File: config.mk
export PLATFORM = sky130hd
export DESIGN_NAME = mem_ctrl_pipe
export DESIGN_NICKNAME = d
export VERILOG_FILES = /design/src/rtl/mem_pkg.sv /design/src/rtl/mem_resp_fifo.sv /design/src/rtl/mem_ctrl_pipe.sv
export SDC_FILE = /design/constraint.sdc
export NUM_CORES = 1
export LEC_CHECK = 0
export ABC_AREA = 1
export CAP_MARGIN = 5
export CORE_MARGIN = 3
export CORE_UTILIZATION = 56
export DETAILED_ROUTE_END_ITERATION = 16
export GPL_ROUTABILITY_DRIVEN = 0
export PLACE_DENSITY = 0.73
export SYNTH_ARGS = -nofsm -noshare
export SYNTH_HDL_FRONTEND = slang
export SYNTH_SLANG_ARGS = --single-unit
File: constraint.sdc
create_clock -name clk -period 8.2 [get_ports clk]
set_input_delay 1.64 -clock clk [delete_from_list [all_inputs] [get_ports clk]]
set_output_delay 1.64 -clock clk [all_outputs]
set_load 0.02 [all_outputs]
File: src/rtl/mem_pkg.sv
// Shared definitions for the pipelined memory controller and its response FIFO.
package mem_pkg;

    // Upper bound on the configurable read latency.
    localparam int unsigned RD_LAT_MAX = 4;

    // Width of a counter able to hold the values 0..depth inclusive.
    function automatic int unsigned occ_w(input int unsigned depth);
        return $clog2(depth + 1);
    endfunction

    // One byte lane of a byte-enable write merge.
    function automatic logic [7:0] lane_merge(input logic [7:0] old_byte,
                                              input logic [7:0] new_byte,
                                              input logic       en);
        return en ? new_byte : old_byte;
    endfunction

endpackage

File: src/rtl/mem_resp_fifo.sv
// Synchronous response FIFO with occupancy count and asynchronous reset.
module mem_resp_fifo
    import mem_pkg::*;
#(
    parameter int unsigned WIDTH = 33,
    parameter int unsigned DEPTH = 4
) (
    input  logic                      clk,
    input  logic                      rst,
    input  logic                      push,
    input  logic [WIDTH-1:0]          din,
    input  logic                      pop,
    output logic [WIDTH-1:0]          dout,
    output logic                      full,
    output logic                      empty,
    output logic [occ_w(DEPTH)-1:0]   count
);

    localparam int unsigned PTR_W = $clog2(DEPTH);
    localparam int unsigned CNT_W = occ_w(DEPTH);
    localparam logic [CNT_W-1:0] CNT_MAX = CNT_W'(DEPTH);

    logic [WIDTH-1:0] store [DEPTH];
    logic [PTR_W-1:0] wr_ptr;
    logic [PTR_W-1:0] rd_ptr;
    logic             do_push;
    logic             do_pop;

    assign full    = (count == CNT_MAX);
    assign empty   = (count == '0);
    assign do_push = push && !full;
    assign do_pop  = pop && !empty;
    assign dout    = store[rd_ptr];

    // Storage is not reset; only pointers and count define validity.
    always_ff @(posedge clk) begin
        if (do_push) store[wr_ptr] <= din;
    end

    // Pointer and occupancy bookkeeping.
    always_ff @(posedge clk or posedge rst) begin
        if (rst) begin
            wr_ptr <= '0;
            rd_ptr <= '0;
            count  <= '0;
        end else begin
            if (do_push) wr_ptr <= wr_ptr + PTR_W'(1);
            if (do_pop)  rd_ptr <= rd_ptr + PTR_W'(1);
            case ({do_push, do_pop})
                2'b10:   count <= count + CNT_W'(1);
                2'b01:   count <= count - CNT_W'(1);
                default: ;
            endcase
        end
    end

endmodule

File: src/rtl/mem_ctrl_pipe.sv
// Pipelined single-port memory controller: byte-enable writes, fixed read
// latency, in-order responses and credit-based request flow control.
module mem_ctrl_pipe
    import mem_pkg::*;
#(
    parameter int unsigned DATA_W     = 32,
    parameter int unsigned ADDR_W     = 4,
    parameter int unsigned RD_LAT     = 2,
    parameter int unsigned RESP_DEPTH = 4
) (
    input  logic                clk,
    input  logic                rst,
    input  logic                req_valid,
    output logic                req_ready,
    input  logic                req_write,
    input  logic [ADDR_W-1:0]   req_addr,
    input  logic [DATA_W-1:0]   req_wdata,
    input  logic [DATA_W/8-1:0] req_be,
    output logic                resp_valid,
    input  logic                resp_ready,
    output logic                resp_write,
    output logic [DATA_W-1:0]   resp_rdata
);

    localparam int unsigned BE_W  = DATA_W / 8;
    localparam int unsigned WORDS = 2 ** ADDR_W;
    localparam int unsigned OCC_W = occ_w(RESP_DEPTH);
    localparam logic [OCC_W-1:0] OCC_MAX = OCC_W'(RESP_DEPTH);

    logic [DATA_W-1:0] mem [WORDS];
    logic [DATA_W-1:0] rd_word;
    logic [DATA_W-1:0] merged;
    logic              accept;

    logic [RD_LAT-1:0] pipe_v;
    logic [RD_LAT-1:0] pipe_w;
    logic [DATA_W-1:0] pipe_d [RD_LAT];
    logic              retire;

    logic [OCC_W-1:0]  in_flight;
    logic [OCC_W-1:0]  fifo_count;
    logic [OCC_W-1:0]  occupancy;
    logic              fifo_full;
    logic              fifo_empty;
    logic [DATA_W:0]   fifo_dout;

    assign rd_word   = mem[req_addr];
    // Occupancy is the sum of two registered counts, so req_ready never
    // depends combinationally on req_valid or resp_ready.
    assign occupancy = in_flight + fifo_count;
    assign req_ready = (occupancy < OCC_MAX);
    assign accept    = req_valid && req_ready;
    assign retire    = pipe_v[RD_LAT-1];

    // Byte-lane merge of write data over the currently stored word.
    always_comb begin
        merged = rd_word;
        for (int unsigned b = 0; b < BE_W; b++) begin
            merged[b*8 +: 8] = lane_merge(rd_word[b*8 +: 8], req_wdata[b*8 +: 8], req_be[b]);
        end
    end

    // Storage array: contents survive reset.
    always_ff @(posedge clk) begin
        if (accept && req_write) mem[req_addr] <= merged;
    end

    // Latency pipe carrying {valid, is_write, data}; reads capture the word at the accept edge.
    always_ff @(posedge clk or posedge rst) begin
        if (rst) begin
            pipe_v <= '0;
            pipe_w <= '0;
            for (int unsigned s = 0; s < RD_LAT; s++) pipe_d[s] <= '0;
        end else begin
            pipe_v[0] <= accept;
            pipe_w[0] <= req_write;
            pipe_d[0] <= req_write ? '0 : rd_word;
            for (int unsigned s = 1; s < RD_LAT; s++) begin
                pipe_v[s] <= pipe_v[s-1];
                pipe_w[s] <= pipe_w[s-1];
                pipe_d[s] <= pipe_d[s-1];
            end
        end
    end

    // Credit counter for requests still travelling through the pipe.
    always_ff @(posedge clk or posedge rst) begin
        if (rst) begin
            in_flight <= '0;
        end else begin
            case ({accept, retire})
                2'b10:   in_flight <= in_flight + OCC_W'(1);
                2'b01:   in_flight <= in_flight - OCC_W'(1);
                default: ;
            endcase
        end
    end

    mem_resp_fifo #(
        .WIDTH (DATA_W + 1),
        .DEPTH (RESP_DEPTH)
    ) u_resp_fifo (
        .clk   (clk),
        .rst   (rst),
        .push  (retire && !fifo_full),
        .din   ({pipe_w[RD_LAT-1], pipe_d[RD_LAT-1]}),
        .pop   (resp_valid && resp_ready),
        .dout  (fifo_dout),
        .full  (fifo_full),
        .empty (fifo_empty),
        .count (fifo_count)
    );

    assign resp_valid = !fifo_empty;
    assign resp_write = resp_valid & fifo_dout[DATA_W];
    assign resp_rdata = resp_valid ? fifo_dout[DATA_W-1:0] : '0;

endmodule

==> run metrics <==
status complete, no violations; LEAKAGE 13.4 nW; RSZ-0062 raised after global routing false; NumNets Final 2799; Routed met2 length 32100 um; via/cell ratio 5.44; CTS clk-pin slew, worst paths 0.06 ns; top post-synthesis cells by count 1420 x nand2_1, 644 x edfxtp_1, 206 x nor2_1; PortBufs 79; Worst R2R Start u_resp_fifo.count[1]; hold depth 0; synth top area cells edfxtp_1 66%, nand2_1 18%, dfrtp_1 6.7%; area of the mapped netlist 29200 um^2; # Post-CTS Setup Buffers 0; first-pass iteration count of the detailed router 6; Routed WL 65900 um; Initial DRC Count 2361; overall power 0.00923 W; # setup viols final 0; chip width 234 um; WL per Instance 19.0 um; initial antenna violation count 0; hold slack 0.346 ns; Layout area overhead 12.6%; fin. max-slew vios 0; Final Cycle Share 0.614; first-pass GRT wire length 102000 um; YS warnings 0; Worst VDD drop 167 uV; Total Routing Usage GR 0.243; syn nets 2741; I/O Pins 80; Tmin final 5.03 ns; Mapped Cells 2687; critical path startpoint category flip-flop; die area 54900 um^2; DP Wirelength 36600 um; vias in the first global route 18300; CTS Buffer Depth 3; Sinks on Clock Net 722; final setup TNS 0 ns; Clock Skew 0.0189 ns; hold path start pipe_d[37]; WP data required 6.56 ns; pin count of the biggest net entering global routing 166; reg2reg end mem[8][23]; post-cts hold buffer count 0; Placeable Area 51400 um^2; number of flops mapped to enable cells by yosys 644; register area share after synthesis 0.729; slack of the critical path 3.17 ns; relative slew slack 0.170; Antenna Cells 0; Worst Hold Class reg2reg; Synth top area share 0.662; Post-DRT Antenna Nets 0; DRC viols 0; number of synthesized register bits 722; wl on met1 27300 um; type of the worst setup path reg2out; Avg Cell Area, Syn 10.9 um^2; share of cells above drive strength 1 0.0600; CP Max Fanout 69; row count 83; CTS H-Tree Depth 3; Met3 Routed Length 5130 um; Synth Flop Type edfxtp_1; clock root cell clkbuf_16; flop2flop setup slack 4.62 ns; Die Height 234 um; worst-margin pin slew 1.24 ns; CP Capture Type output port; Power Density 281 nW/um^2; Num CTS Buffers 72; via count 18900; clk_lat worst skew 0.60 ns; worst reg2reg path depth 7; Synth cell types 27; Hold Fails Final Rpt 0; Finished Core Util 0.639; top cell type by total area after synthesis edfxtp_1; top-count cell post-synth nand2_1; Hold Crit Endpoint pipe_d[5]; Starting Density 0.568; top routing layer in use met4; Setup WS pre-CTS 3.07 ns; TritonCTS clock tree built; post-cts sizing count 0; ys async rst share 0.108; Max-Cap Viols 0; Worst Path Arrival 3.39 ns; Congestion Overflow GR 0; fmax 199 MHz
==> report_power, final <==
group          internal, W  switching, W  leakage (nW)
combinational     0.000583       0.00114          5.44
clock              0.00185       0.00130          1.11
sequential         0.00428     0.0000759          6.88
total              0.00672       0.00251          13.4
==> final cells by class <==
| type | count | area (um^2) |
|---|---|---|
| Clock buffer | 100 | 2030 |
| Clock inverter | 27 | 234 |
| Fill cell | 3848 | 18500 |
| Inverter | 31 | 125 |
| Multi-Input combinational cell | 1801 | 7250 |
| Sequential cell | 722 | 21300 |
| Tap cell | 680 | 851 |
| Timing Repair Buffer | 117 | 1080 |
==> sequential cells by signal (all words and copies together) (netlist names) <==
| name | flops |
|---|---|
| mem | 512 |
| u_resp_fifo.store | 132 |
| pipe_d | 64 |
| in_flight | 3 |
| u_resp_fifo.count | 3 |
| pipe_v | 2 |
| pipe_w | 2 |
| u_resp_fifo.rd_ptr | 2 |
| u_resp_fifo.wr_ptr | 2 |
==> cell families after synthesis <==
logic type / Yosys count / synth area share
simple gates: 1646 / 0.213
buf+inv: 164 / 0.0263
fa+ha+maj: 9 / 0.00437
compound gates: 137 / 0.0237
flops: 722 / 0.729
xor+xnor: 9 / 0.00296
==> placed cells by master (no fill, tap or decap), types with 32 or more instances in the layout <==
cell type | netlist | final
nand2_1 | 1420 | 1420
edfxtp_1 | 644 | 644
nor2_1 | 206 | 200
dfrtp_1 | 78 | 77
clkbuf_16 | 0 | 76
clkdlybuf4s50_1 | 0 | 76
o21ai_0 | 69 | 69
buf_4 | 17 | 38
a21oi_1 | 35 | 35
o21ai_1 | 32 | 32
==> how the worst max path moves through the flow <==
stage | endpoint | slack, ns | start | cells past startpoint
2_1_floorplan | mem[4][0] | 3.16 | req_addr[2] | 5
3_3_place_gp | mem[9][20] | 3.18 | req_addr[0] | 5
3_5_place_dp | mem[9][21] | 3.07 | req_addr[0] | 5
4_1_cts | resp_rdata[28] | 3.16 | u_resp_fifo.rd_ptr[0] | 5
5_1_grt | resp_rdata[23] | 2.98 | u_resp_fifo.rd_ptr[0] | 5
6_report | resp_rdata[23] | 3.17 | u_resp_fifo.rd_ptr[0] | 5
==> critical path, cell delays in order, from the launching register on <==
cell             delay, ns
dfrtp_2               0.38
buf_4                 0.33
inv_2                 0.81
o21ai_0               0.26
a21oi_1               0.31
clkdlybuf4s50_1       0.66
==> metrics by stage <==
step | cell area [um^2] | std cells
after floorplan | 29200 | 2687
after global placement | 30600 | 3351
after detailed placement | 30600 | 3351
after CTS | 32900 | 3478
after global routing | 32900 | 3478
final | 32900 | 3478
==> layer usage <==
layer | vias to the layer above | track usage
met5 | - | 0
met4 | 0 | 0.0719
met3 | 99 | 0.0346
met2 | 806 | 0.403
met1 | 9081 | 0.339
li1 | 8918 | -
Note: power is estimated with default switching activity, not from simulation.
